`config.mk`:
```
export PLATFORM = sky130hd
export DESIGN_NAME = img_rsz_pxl_fwd_flat
export DESIGN_NICKNAME = d
export VERILOG_FILES = /design/src/rtl/img_rsz_pxl_fwd_if.sv /design/src/rtl/img_rsz_pxl_fwd.sv /design/src/flat_wrapper.sv
export SDC_FILE = /design/constraint.sdc
export NUM_CORES = 1
export LEC_CHECK = 0
export ABC_AREA = 1
export CORE_UTILIZATION = 57
export CTS_CLUSTER_DIAMETER = 200
export DETAILED_ROUTE_END_ITERATION = 7
export HOLD_SLACK_MARGIN = 0.12
export PLACE_DENSITY = 0.8
export SYNTH_ARGS = -nofsm -noshare
export SYNTH_HDL_FRONTEND = slang
export SYNTH_SLANG_ARGS = --single-unit
```
`constraint.sdc`:
```
create_clock -name Clk -period 3.1 [get_ports Clk]
set_input_delay 0.93 -clock Clk [delete_from_list [all_inputs] [get_ports Clk]]
set_output_delay 0.93 -clock Clk [all_outputs]
set_load 0.1 [all_outputs]
```
`src/rtl/img_rsz_pxl_fwd_if.sv`:
```
// img_rsz_pxl_fwd_if
// Bundles the block-input stream, the resized-pixel output stream and the
// status pulses of the resized-pixel forwarder.
//   slave  : forwarder side (consumes blocks, produces pixels and pulses)
//   master : environment side (produces blocks, consumes pixels and pulses)
// Signals:
//   BlkSum/BlkCnt/BlkVld/BlkRdy             block input handshake
//   RszPxlData/RszPxlX/RszPxlY/Vld/Rdy      pixel output handshake
//   FwdRszEn/RszImgComp/DivZeroErr          one-cycle status pulses
interface img_rsz_pxl_fwd_if #(
  parameter int PRIM_COLOR_W   = 8,
  parameter int PRIM_COLOR_NUM = 3,
  parameter int CNT_W          = 9,
  parameter int SUM_W          = PRIM_COLOR_W + CNT_W,
  parameter int RSZ_WIDTH      = 32,
  parameter int RSZ_HEIGHT     = 32,
  parameter int X_W            = $clog2(RSZ_WIDTH),
  parameter int Y_W            = $clog2(RSZ_HEIGHT)
);
  logic [PRIM_COLOR_NUM-1:0][SUM_W-1:0]        BlkSum;
  logic [CNT_W-1:0]                            BlkCnt;
  logic                                        BlkVld;
  logic                                        BlkRdy;
  logic [PRIM_COLOR_NUM-1:0][PRIM_COLOR_W-1:0] RszPxlData;
  logic [X_W-1:0]                              RszPxlX;
  logic [Y_W-1:0]                              RszPxlY;
  logic                                        RszPxlVld;
  logic                                        RszPxlRdy;
  logic                                        FwdRszEn;
  logic                                        RszImgComp;
  logic                                        DivZeroErr;

  modport slave (
    input  BlkSum, BlkCnt, BlkVld, RszPxlRdy,
    output BlkRdy, RszPxlData, RszPxlX, RszPxlY, RszPxlVld,
           FwdRszEn, RszImgComp, DivZeroErr
  );

  modport master (
    output BlkSum, BlkCnt, BlkVld, RszPxlRdy,
    input  BlkRdy, RszPxlData, RszPxlX, RszPxlY, RszPxlVld,
           FwdRszEn, RszImgComp, DivZeroErr
  );
endinterface

```
`src/rtl/img_rsz_pxl_fwd.sv`:
```
// img_rsz_pxl_fwd
// Resized-pixel forwarder: accepts one accumulated block (per-colour sums and
// pixel count), averages it with a restoring divider (one quotient bit per
// cycle, all colours in parallel), and emits the averaged pixel with its
// resized-image coordinates on a valid/ready stream.
// Ports:
//   Clk    clock
//   Reset  synchronous, active-high reset
//   Bus    img_rsz_pxl_fwd_if.slave: block input, pixel output, pulses
// Optional feature: define IMG_RSZ_FWD_ROUND_EN for round-to-nearest
// averaging (sum + cnt/2 before division, one extra divide cycle).
module img_rsz_pxl_fwd #(
  parameter int PRIM_COLOR_W   = 8,
  parameter int PRIM_COLOR_NUM = 3,
  parameter int CNT_W          = 9,
  parameter int SUM_W          = PRIM_COLOR_W + CNT_W,
  parameter int RSZ_WIDTH      = 32,
  parameter int RSZ_HEIGHT     = 32,
  parameter int X_W            = $clog2(RSZ_WIDTH),
  parameter int Y_W            = $clog2(RSZ_HEIGHT)
) (
  input logic              Clk,
  input logic              Reset,
  img_rsz_pxl_fwd_if.slave Bus
);

`ifdef IMG_RSZ_FWD_ROUND_EN
  localparam int DIV_W = SUM_W + 1;
`else
  localparam int DIV_W = SUM_W;
`endif
  localparam int CTR_W = $clog2(DIV_W);

  typedef enum logic [1:0] {IDLE = 2'd0, DIV = 2'd1, OUT = 2'd2} state_t;

  state_t                                      stateReg, stateNxt;
  logic [PRIM_COLOR_NUM-1:0][DIV_W-1:0]        sumReg, sumNxt;
  logic [PRIM_COLOR_NUM-1:0][DIV_W-1:0]        quotReg, quotNxt;
  logic [PRIM_COLOR_NUM-1:0][CNT_W:0]          remReg, remNxt;
  logic [PRIM_COLOR_NUM-1:0][CNT_W+1:0]        remSh;
  logic [CNT_W-1:0]                            cntReg, cntNxt;
  logic [CTR_W-1:0]                            ctrReg, ctrNxt;
  logic [PRIM_COLOR_NUM-1:0][PRIM_COLOR_W-1:0] dataReg, dataNxt;
  logic [X_W-1:0]                              xReg, xNxt;
  logic [Y_W-1:0]                              yReg, yNxt;
  logic                                        blkRdyReg, vldReg;
  logic                                        fwdEnReg, compReg, divZeroReg;
  logic                                        blkAccept, pxlHshk, lastPxl;

  // Clamp a quotient to the colour range; only inconsistent sums exceed it.
  function automatic logic [PRIM_COLOR_W-1:0] satPxl(input logic [DIV_W-1:0] q);
    if (q > DIV_W'({PRIM_COLOR_W{1'b1}})) begin
      return {PRIM_COLOR_W{1'b1}};
    end else begin
      return q[PRIM_COLOR_W-1:0];
    end
  endfunction

  // Next-state, datapath and coordinate logic.
  always_comb begin
    stateNxt  = stateReg;
    sumNxt    = sumReg;
    quotNxt   = quotReg;
    remNxt    = remReg;
    remSh     = '0;
    cntNxt    = cntReg;
    ctrNxt    = ctrReg;
    dataNxt   = dataReg;
    xNxt      = xReg;
    yNxt      = yReg;
    blkAccept = 1'b0;
    pxlHshk   = 1'b0;
    lastPxl   = 1'b0;
    case (stateReg)
      IDLE: begin
        if (Bus.BlkVld && blkRdyReg) begin
          blkAccept = 1'b1;
          for (int c = 0; c < PRIM_COLOR_NUM; c++) begin
`ifdef IMG_RSZ_FWD_ROUND_EN
            sumNxt[c] = DIV_W'(Bus.BlkSum[c]) + DIV_W'(Bus.BlkCnt[CNT_W-1:1]);
`else
            sumNxt[c] = Bus.BlkSum[c];
`endif
          end
          quotNxt = '0;
          remNxt  = '0;
          cntNxt  = Bus.BlkCnt;
          if (Bus.BlkCnt != {CNT_W{1'b0}}) begin
            stateNxt = DIV;
            ctrNxt   = CTR_W'(DIV_W - 1);
          end else begin
            // Empty block: skip the divider and emit black.
            stateNxt = OUT;
            dataNxt  = '0;
          end
        end else begin
          stateNxt = IDLE;
        end
      end
      DIV: begin
        for (int c = 0; c < PRIM_COLOR_NUM; c++) begin
          remSh[c] = {remReg[c], sumReg[c][ctrReg]};
          if (remSh[c] >= (CNT_W+2)'(cntReg)) begin
            remNxt[c]  = (CNT_W+1)'(remSh[c] - (CNT_W+2)'(cntReg));
            quotNxt[c] = DIV_W'({quotReg[c], 1'b1});
          end else begin
            remNxt[c]  = (CNT_W+1)'(remSh[c]);
            quotNxt[c] = DIV_W'({quotReg[c], 1'b0});
          end
        end
        if (ctrReg == {CTR_W{1'b0}}) begin
          stateNxt = OUT;
          for (int c = 0; c < PRIM_COLOR_NUM; c++) begin
            dataNxt[c] = satPxl(quotNxt[c]);
          end
        end else begin
          ctrNxt = ctrReg - {{(CTR_W-1){1'b0}}, 1'b1};
        end
      end
      OUT: begin
        if (Bus.RszPxlRdy) begin
          pxlHshk  = 1'b1;
          stateNxt = IDLE;
          if (xReg == X_W'(RSZ_WIDTH - 1)) begin
            xNxt = '0;
            if (yReg == Y_W'(RSZ_HEIGHT - 1)) begin
              yNxt    = '0;
              lastPxl = 1'b1;
            end else begin
              yNxt = yReg + {{(Y_W-1){1'b0}}, 1'b1};
            end
          end else begin
            xNxt = xReg + {{(X_W-1){1'b0}}, 1'b1};
          end
        end else begin
          stateNxt = OUT;
        end
      end
      default: begin
        stateNxt = IDLE;
      end
    endcase
  end

  // State, datapath and registered outputs.
  always_ff @(posedge Clk) begin
    if (Reset) begin
      stateReg   <= IDLE;
      sumReg     <= '0;
      quotReg    <= '0;
      remReg     <= '0;
      cntReg     <= '0;
      ctrReg     <= '0;
      dataReg    <= '0;
      xReg       <= '0;
      yReg       <= '0;
      blkRdyReg  <= 1'b1;
      vldReg     <= 1'b0;
      fwdEnReg   <= 1'b0;
      compReg    <= 1'b0;
      divZeroReg <= 1'b0;
    end else begin
      stateReg   <= stateNxt;
      sumReg     <= sumNxt;
      quotReg    <= quotNxt;
      remReg     <= remNxt;
      cntReg     <= cntNxt;
      ctrReg     <= ctrNxt;
      dataReg    <= dataNxt;
      xReg       <= xNxt;
      yReg       <= yNxt;
      blkRdyReg  <= (stateNxt == IDLE);
      vldReg     <= (stateNxt == OUT);
      fwdEnReg   <= pxlHshk;
      compReg    <= pxlHshk && lastPxl;
      divZeroReg <= blkAccept && (Bus.BlkCnt == {CNT_W{1'b0}});
    end
  end

  assign Bus.BlkRdy     = blkRdyReg;
  assign Bus.RszPxlVld  = vldReg;
  assign Bus.RszPxlData = dataReg;
  assign Bus.RszPxlX    = xReg;
  assign Bus.RszPxlY    = yReg;
  assign Bus.FwdRszEn   = fwdEnReg;
  assign Bus.RszImgComp = compReg;
  assign Bus.DivZeroErr = divZeroReg;

endmodule

```
`src/flat_wrapper.sv`:
```
// flat-port wrapper written by rule: the top's interface ports become plain ports
module img_rsz_pxl_fwd_flat 
#(
  parameter int PRIM_COLOR_W   = 8,
  parameter int PRIM_COLOR_NUM = 3,
  parameter int CNT_W          = 9,
  parameter int SUM_W          = PRIM_COLOR_W + CNT_W,
  parameter int RSZ_WIDTH      = 32,
  parameter int RSZ_HEIGHT     = 32,
  parameter int X_W            = $clog2(RSZ_WIDTH),
  parameter int Y_W            = $clog2(RSZ_HEIGHT)
)
  (Clk, Reset, Bus_BlkSum, Bus_BlkCnt, Bus_BlkVld, Bus_RszPxlRdy, Bus_BlkRdy, Bus_RszPxlData, Bus_RszPxlX, Bus_RszPxlY, Bus_RszPxlVld, Bus_FwdRszEn, Bus_RszImgComp, Bus_DivZeroErr);
  img_rsz_pxl_fwd_if #(.PRIM_COLOR_W(PRIM_COLOR_W), .PRIM_COLOR_NUM(PRIM_COLOR_NUM), .CNT_W(CNT_W), .SUM_W(SUM_W), .RSZ_WIDTH(RSZ_WIDTH), .RSZ_HEIGHT(RSZ_HEIGHT), .X_W(X_W), .Y_W(Y_W)) Bus_i ();
  input logic Clk;
  input logic Reset;
  input wire logic [$bits(Bus_i.BlkSum)-1:0] Bus_BlkSum;
  input wire logic [$bits(Bus_i.BlkCnt)-1:0] Bus_BlkCnt;
  input wire logic [$bits(Bus_i.BlkVld)-1:0] Bus_BlkVld;
  input wire logic [$bits(Bus_i.RszPxlRdy)-1:0] Bus_RszPxlRdy;
  output wire logic [$bits(Bus_i.BlkRdy)-1:0] Bus_BlkRdy;
  output wire logic [$bits(Bus_i.RszPxlData)-1:0] Bus_RszPxlData;
  output wire logic [$bits(Bus_i.RszPxlX)-1:0] Bus_RszPxlX;
  output wire logic [$bits(Bus_i.RszPxlY)-1:0] Bus_RszPxlY;
  output wire logic [$bits(Bus_i.RszPxlVld)-1:0] Bus_RszPxlVld;
  output wire logic [$bits(Bus_i.FwdRszEn)-1:0] Bus_FwdRszEn;
  output wire logic [$bits(Bus_i.RszImgComp)-1:0] Bus_RszImgComp;
  output wire logic [$bits(Bus_i.DivZeroErr)-1:0] Bus_DivZeroErr;
  assign Bus_i.BlkSum = Bus_BlkSum;
  assign Bus_i.BlkCnt = Bus_BlkCnt;
  assign Bus_i.BlkVld = Bus_BlkVld;
  assign Bus_i.RszPxlRdy = Bus_RszPxlRdy;
  assign Bus_BlkRdy = Bus_i.BlkRdy;
  assign Bus_RszPxlData = Bus_i.RszPxlData;
  assign Bus_RszPxlX = Bus_i.RszPxlX;
  assign Bus_RszPxlY = Bus_i.RszPxlY;
  assign Bus_RszPxlVld = Bus_i.RszPxlVld;
  assign Bus_FwdRszEn = Bus_i.FwdRszEn;
  assign Bus_RszImgComp = Bus_i.RszImgComp;
  assign Bus_DivZeroErr = Bus_i.DivZeroErr;
  img_rsz_pxl_fwd #(.PRIM_COLOR_W(PRIM_COLOR_W), .PRIM_COLOR_NUM(PRIM_COLOR_NUM), .CNT_W(CNT_W), .SUM_W(SUM_W), .RSZ_WIDTH(RSZ_WIDTH), .RSZ_HEIGHT(RSZ_HEIGHT), .X_W(X_W), .Y_W(Y_W)) u_core (.Clk(Clk), .Reset(Reset), .Bus(Bus_i));
endmodule
```
* After elaboration in Yosys (flattened, before gate mapping) *
Cells that the tools add are included.

word-level totals
  register bits after elaboration = 184
  bits in latches = 0
  memory bits (writable) = 0
  memory bits (read-only) = 0
  output and inout port bits = 39
  memories kept = 0

operators by class
  add/sub/neg operators = 6
  multiply operators = 0
  div/mod/pow operators = 0
  $lt $le $gt $ge = 7
  equal/unequal tests = 10
  shift-type cells = 0
  mux-type cells = 45
  bitwise logic cells = 0
  reduce and logical (&&, ||, !) cells = 15

operator list
  operator                                                                           number
  50-bit case mux with 2 select lines                                                1
  24-bit 2-to-1 mux                                                                  3
  30-bit case mux with 2 select lines                                                1
  17-bit by 8-bit greater-than comparator with 1-bit output (second input constant)  3
  17-bit 2-to-1 mux                                                                  3
  50-bit 2-to-1 mux                                                                  1
  24-bit case mux with 2 select lines                                                1
  11-bit by 9-bit >= comparator with 1-bit output                                    3
  10-bit 2-to-1 mux                                                                  3
  30-bit 2-to-1 mux                                                                  1
  10-bit by 9-bit subtractor with 10-bit output                                      3
  5-bit 2-to-1 mux                                                                   5
  8-bit 2-to-1 mux                                                                   3
  1-bit binary-select mux with 5-bit select                                          3
  1-bit 2-to-1 mux                                                                   14
  5-bit by 1-bit adder with 5-bit output (second input constant)                     2
  5-bit == test (second input constant)                                              2
  5-bit case mux with 2 select lines                                                 1
  9-bit logical NOT                                                                  1
  9-bit nonzero test                                                                 1
  2-bit 2-to-1 mux                                                                   4
  4-bit AND reduction                                                                2
  5-bit by 6-bit < comparator with 1-bit output (second input constant)              1
  2-bit by 1-bit inequality test with 1-bit output (second input constant)           3
  other kinds (11)                                                                   18

* Longest topological paths before layout *
  depth in word-level cells = 9
  mapped depth = 24

* Worst setup path before layout *
Ideal clock, no wire load.

  path type = reg-to-reg
  start point = register u_core.ctrReg[1]
  end point = register u_core.remReg[16] (netlist name)
  data arrival time = 2.388 ns
  required time = 2.991 ns
  slack = 0.604 ns
  cell stages (with the launch flop) = 19
  buffers on the path = 2
  clock period less this slack = 2.496 ns
  path through = dfxtp_1 > buf_2 > inv_2 > buf_6 > nand3_2 > nor3_1 > nand2_1 > nand2_1 > inv_1 > ha_1 > fa_1 > o21ai_0 > nand2_1 > nand2_1 > nand2_1 > nand4_1 > nand3_1 > nand2_1 > inv_1

on the way
  longest elaborated chain between the ends = 5

ends and longest elaborated chain
  element                                                                                                           RTL line                                        source
  start, declared                                                                                                   img_rsz_pxl_fwd.sv:42                           logic [CTR_W-1:0] ctrReg, ctrNxt;
  start signal, assigned                                                                                            img_rsz_pxl_fwd.sv:168                          ctrReg <= ctrNxt;
  1-bit binary-select mux with 5-bit select *                                                                       img_rsz_pxl_fwd.sv:102                          remSh[c] = {remReg[c], sumReg[c][ctrReg]};
  1-bit 2-to-1 mux (implied by the code) *                                                                          img_rsz_pxl_fwd.sv:102
  10-bit by 9-bit subtractor with 10-bit output or 11-bit by 9-bit >= comparator with 1-bit output (tied branches)  img_rsz_pxl_fwd.sv:104, img_rsz_pxl_fwd.sv:103
  10-bit 2-to-1 mux *                                                                                               img_rsz_pxl_fwd.sv:103                          if (remSh[c] >= (CNT_W+2)'(cntReg)) begin
  30-bit case mux with 2 select lines *                                                                             img_rsz_pxl_fwd.sv:74                           case (stateReg)
  end signal, assigned                                                                                              img_rsz_pxl_fwd.sv:166                          remReg <= remNxt;
  end, declared                                                                                                     img_rsz_pxl_fwd.sv:39                           logic [PRIM_COLOR_NUM-1:0][CNT_W:0] remReg, remNxt;

Every way passes the cells marked *; elsewhere a longest branch is shown, timed or not. The select of a mux whose other input is x is not followed.
A chain may end at the register's enable or synchronous reset.

* Worst setup path after layout *
  start point = register u_core.ctrReg[0]
  end point = register u_core.dataReg, in the netlist u_core.Bus.RszPxlData[8]

on the way
  longest elaborated chain between the ends = 9

ends and longest elaborated chain
  element                                                    RTL line                source
  1-bit binary-select mux with 5-bit select                  img_rsz_pxl_fwd.sv:102
  1-bit 2-to-1 mux (implied by the code)                     img_rsz_pxl_fwd.sv:102
  11-bit by 9-bit >= comparator with 1-bit output            img_rsz_pxl_fwd.sv:103
  1-bit 2-to-1 mux                                           img_rsz_pxl_fwd.sv:103
  17-bit 2-to-1 mux                                          img_rsz_pxl_fwd.sv:74
  17-bit by 8-bit greater-than comparator with 1-bit output  img_rsz_pxl_fwd.sv:52   if (q > DIV_W'({PRIM_COLOR_W{1'b1}})) begin
  8-bit 2-to-1 mux                                           img_rsz_pxl_fwd.sv:52
  24-bit 2-to-1 mux                                          img_rsz_pxl_fwd.sv:111  if (ctrReg == {CTR_W{1'b0}}) begin
  24-bit case mux with 2 select lines                        img_rsz_pxl_fwd.sv:74
  end signal, assigned                                       img_rsz_pxl_fwd.sv:169  dataReg <= dataNxt;
  end, declared                                              img_rsz_pxl_fwd.sv:43   logic [PRIM_COLOR_NUM-1:0][PRIM_COLOR_W-1:0] dataReg, dataNxt;

Parallel ways exist; a longest one is shown, timed or not. The select of a mux whose other input is x is not followed.

==> flow_metrics.env <==
export IMPL_hold_viol_final=0
export IMPL_initial_core_util=0.589
export IMPL_worstSetupPathType="register to register"
export IMPL_drv_slew=0
export IMPL_cts_htree_levels=4
export IMPL_maxSlewHeadroom=0.346
export IMPL_worst_slew_pin_slew_ns=0.981
export IMPL_synth_seq_cells=184
export IMPL_wire_per_inst_um=13.5
export IMPL_yosysTopAreaCell="dfxtp_1"
export IMPL_setup_viol=0
export IMPL_drc_errors=0
export IMPL_synth_ff_type="dfxtp_1"
export IMPL_clk_pin_slew_ns=0.08
export IMPL_grt_usage=0.273
export IMPL_path_delay_family="simple AND/OR/NAND/NOR gates"
export IMPL_avgViaCountPerCell=5.26
export IMPL_p_total_mw=12.1
export IMPL_finalSetupTns_ns=0
export IMPL_fin_crit_sh=0.916
export IMPL_synth_distinct_cells=37
export IMPL_core_sq_mm=0.0154
export IMPL_drt_iter0_drc=524
export IMPL_worstHoldPathType="register to register"
export IMPL_routed_wirelength_um=21500
export IMPL_yosysMostFrequentCell="nand2_1"
export IMPL_switchingPower_mw=5.95
export IMPL_leakage_nw=4.65
export IMPL_fmax_ghz=0.352
export IMPL_p_sw_frac=0.492
export IMPL_synth_edf_count=0
export IMPL_yosysTopAreaCellShare=0.407
export IMPL_dpl_instance_area_sq_mm=0.0100
export IMPL_clockPowerShare=0.183
export IMPL_design_area_sq_mm=0.0107
export IMPL_postRouteAntennaNets=0
export IMPL_nets=1469
export IMPL_insertion_delay_ns=0.44
export IMPL_hold_path_cell_count=2
export IMPL_reg2reg_depth=19
export IMPL_die_width_um=128
export IMPL_n_fill_cell=1309
export IMPL_die_area_sq_mm=0.0164
export IMPL_place_gp_congestion=0.851
export IMPL_numCtsBuffers=17
export IMPL_p_int_mw=6.14
export IMPL_cts_tree="built"
export IMPL_overflow=0
export IMPL_cts_sinks=184
export IMPL_worstPathRequired_ns=3.39
export IMPL_ys_async_sr_fraction=0
export IMPL_synth_nets=1397
export IMPL_cp_start_kind="register"
export IMPL_row_count=45
export IMPL_clockRootBuffer="clkbuf_16"
export IMPL_syn_to_final_growth_pct=18.0
export IMPL_finClkSkew_ns=0.0117
export IMPL_cp_common_cell="nand2_1"
export IMPL_synth_area_per_cell_sq_um=6.97
export IMPL_grt_max_degree=98
export IMPL_seq_area_frac_synth=0.407
export IMPL_antenna_found_initial=0
export IMPL_p_per_area_mw_per_mm2=1130
export IMPL_dp_hpwl_um=14600
export IMPL_ys_warn_count=0
export IMPL_arrival_ns=3.13
export IMPL_route_vias_total=8389
export IMPL_clk_path_buf_depth=2
export IMPL_syn_cell_area_sq_mm=0.00905
export IMPL_critPathMaxStageDelay_ns=0.42
export IMPL_worst_ir_drop_vdd_v=0.000746
export IMPL_post_cts_buffers=0
export IMPL_grt_pass1_wl_um=36000
export IMPL_endpoint_kind="register"
export IMPL_status="complete, no violations"
export IMPL_fin_crit_ns=2.84
export IMPL_rsz0062_at_grt="false"
export IMPL_fp_dieH_um=128
export IMPL_critPathMaxFanout=23
export IMPL_diodes=0
export IMPL_first_global_vias=7727
export IMPL_yosys_top_cells_count="366 x nand2_1, 184 x dfxtp_1, 159 x a21oi_1"
export IMPL_crit_chain="inv_1, buf_4, nand2_1, nand3_1, nand2_1, nand2_1, nand2_1, inv_1, nand2_1, nand2_1, nand2_1, inv_1, ha_1, inv_1, nor3_1, a21oi_1, nand2_2, o21ai_0, a21oi_1"
export IMPL_drv_cap=0
export IMPL_pin_count=103
export IMPL_cp_num_cells=19
export IMPL_port_buffers=102
export IMPL_drive_above_1_share=0.0983
export IMPL_cpMaxStageDelayCell="o21ai_0"
export IMPL_comb_power_share=0.555
export IMPL_synth_area_leaders="dfxtp_1 41%, nand2_1 15%, a21oi_1 8.8%"
export IMPL_netlist_instances=1298
export IMPL_cp_buffers_inverters=5
export IMPL_power_frac_seq=0.262
export IMPL_dr_pass1_iters=5
==> per-layer routing <==
metal,routed length [um],GRT usage
met2,9980,0.443
met1,9870,0.361
met3,1260,0.0580
met5,0,0
met4,403,0.0900
==> final timing paths <==
path                     start                  endpoint  slack, ns
max           u_core.ctrReg[0]  u_core.Bus.RszPxlData[8]       0.26
min          u_core.sumReg[15]         u_core.sumReg[15]       0.46
max reg2reg   u_core.ctrReg[0]  u_core.Bus.RszPxlData[8]       0.26
min reg2reg  u_core.sumReg[15]         u_core.sumReg[15]       0.46
==> layout by cell type (no fill, tap or decap), types with 3 or more instances in the layout <==
cell type,n
fa_1,3
o21ai_1,5
buf_4,51
xor2_1,5
clkinv_8,6
nor3b_1,4
xnor2_1,4
o21ai_0,92
nand4_1,9
clkbuf_16,17
nand3_1,87
ha_1,32
nor2_1,62
nand2_1,366
nand3_2,4
nor3_1,14
clkdlybuf4s50_1,62
nor2_4,3
nor4_1,3
nand2_2,14
nand3b_1,5
inv_1,146
inv_6,4
or2_2,4
dfxtp_1,183
nor2_2,4
a21oi_1,159
a21oi_2,7
inv_2,5
==> repair_timing <==
item	in CTS	in global routing
resized for setup	0	8
setup endpoints to repair	0	16
hold buffers	0	0
==> worst reg2reg max path, cell delays in order, from the launching register on <==
cell	delay, ns
dfxtp_1	0.35
inv_1	0.06
buf_4	0.21
nand2_1	0.08
nand3_1	0.06
nand2_1	0.08
nand2_1	0.05
nand2_1	0.07
inv_1	0.04
nand2_1	0.06
nand2_1	0.05
nand2_1	0.09
inv_1	0.06
ha_1	0.26
inv_1	0.09
nor3_1	0.06
a21oi_1	0.24
nand2_2	0.26
o21ai_0	0.42
a21oi_1	0.11
==> final cells by class <==
class,count,area (sq um),share of cell area
clock buffer,17,425,0.0399
clock inverter,15,193,0.0180
inverter,153,581,0.0544
multi-input combinational,898,4480,0.420
sequential,184,3680,0.345
tap,211,264,0.0247
timing repair buffer,116,1050,0.0982
==> sequential cells by signal (all words and copies together), names as in the netlist <==
signal and cells:
u_core.Bus.BlkRdy 1, u_core.Bus.DivZeroErr 1, u_core.Bus.FwdRszEn 1, u_core.Bus.RszImgComp 1, u_core.Bus.RszPxlData 24, u_core.Bus.RszPxlVld 1, u_core.Bus.RszPxlX 5, u_core.Bus.RszPxlY 5
u_core.cntReg 9, u_core.ctrReg 5, u_core.quotReg 48, u_core.remReg 30, u_core.stateReg 2, u_core.sumReg 51
==> power groups by stage <==
stage | Sequential (mW) | Clock, mW | Combinational [mW]
after floorplan | 3.32 | 0 | 5.24
after global placement | 3.20 | 0 | 6.34
after detailed placement | 3.21 | 0 | 6.47
after CTS | 3.16 | 2.24 | 6.54
after global routing | 3.23 | 2.33 | 7.56
final | 3.17 | 2.21 | 6.71
==> cells by family after synthesis <==
logic type | share of synthesized area
simple gates | 0.277
compound gates | 0.155
buf+inv | 0.102
flops | 0.407
fa+ha+maj | 0.0509
xor+xnor | 0.00871
==> per-stage QoR <==
| stage | hold slack (ns) | std cells | setup slack [ns] | util |
|---|---|---|---|---|
| after floorplan | 0.429 | 1298 | 0.604 | - |
| after global placement | 0.442 | 1562 | 0.267 | 0.653 |
| after detailed placement | 0.449 | 1562 | 0.199 | 0.653 |
| after CTS | 0.460 | 1594 | 0.179 | 0.693 |
| after global routing | 0.477 | 1594 | 0.00777 | 0.695 |
| final | 0.457 | 1594 | 0.259 | 0.695 |
Note: power is estimated with default switching activity, not from simulation.
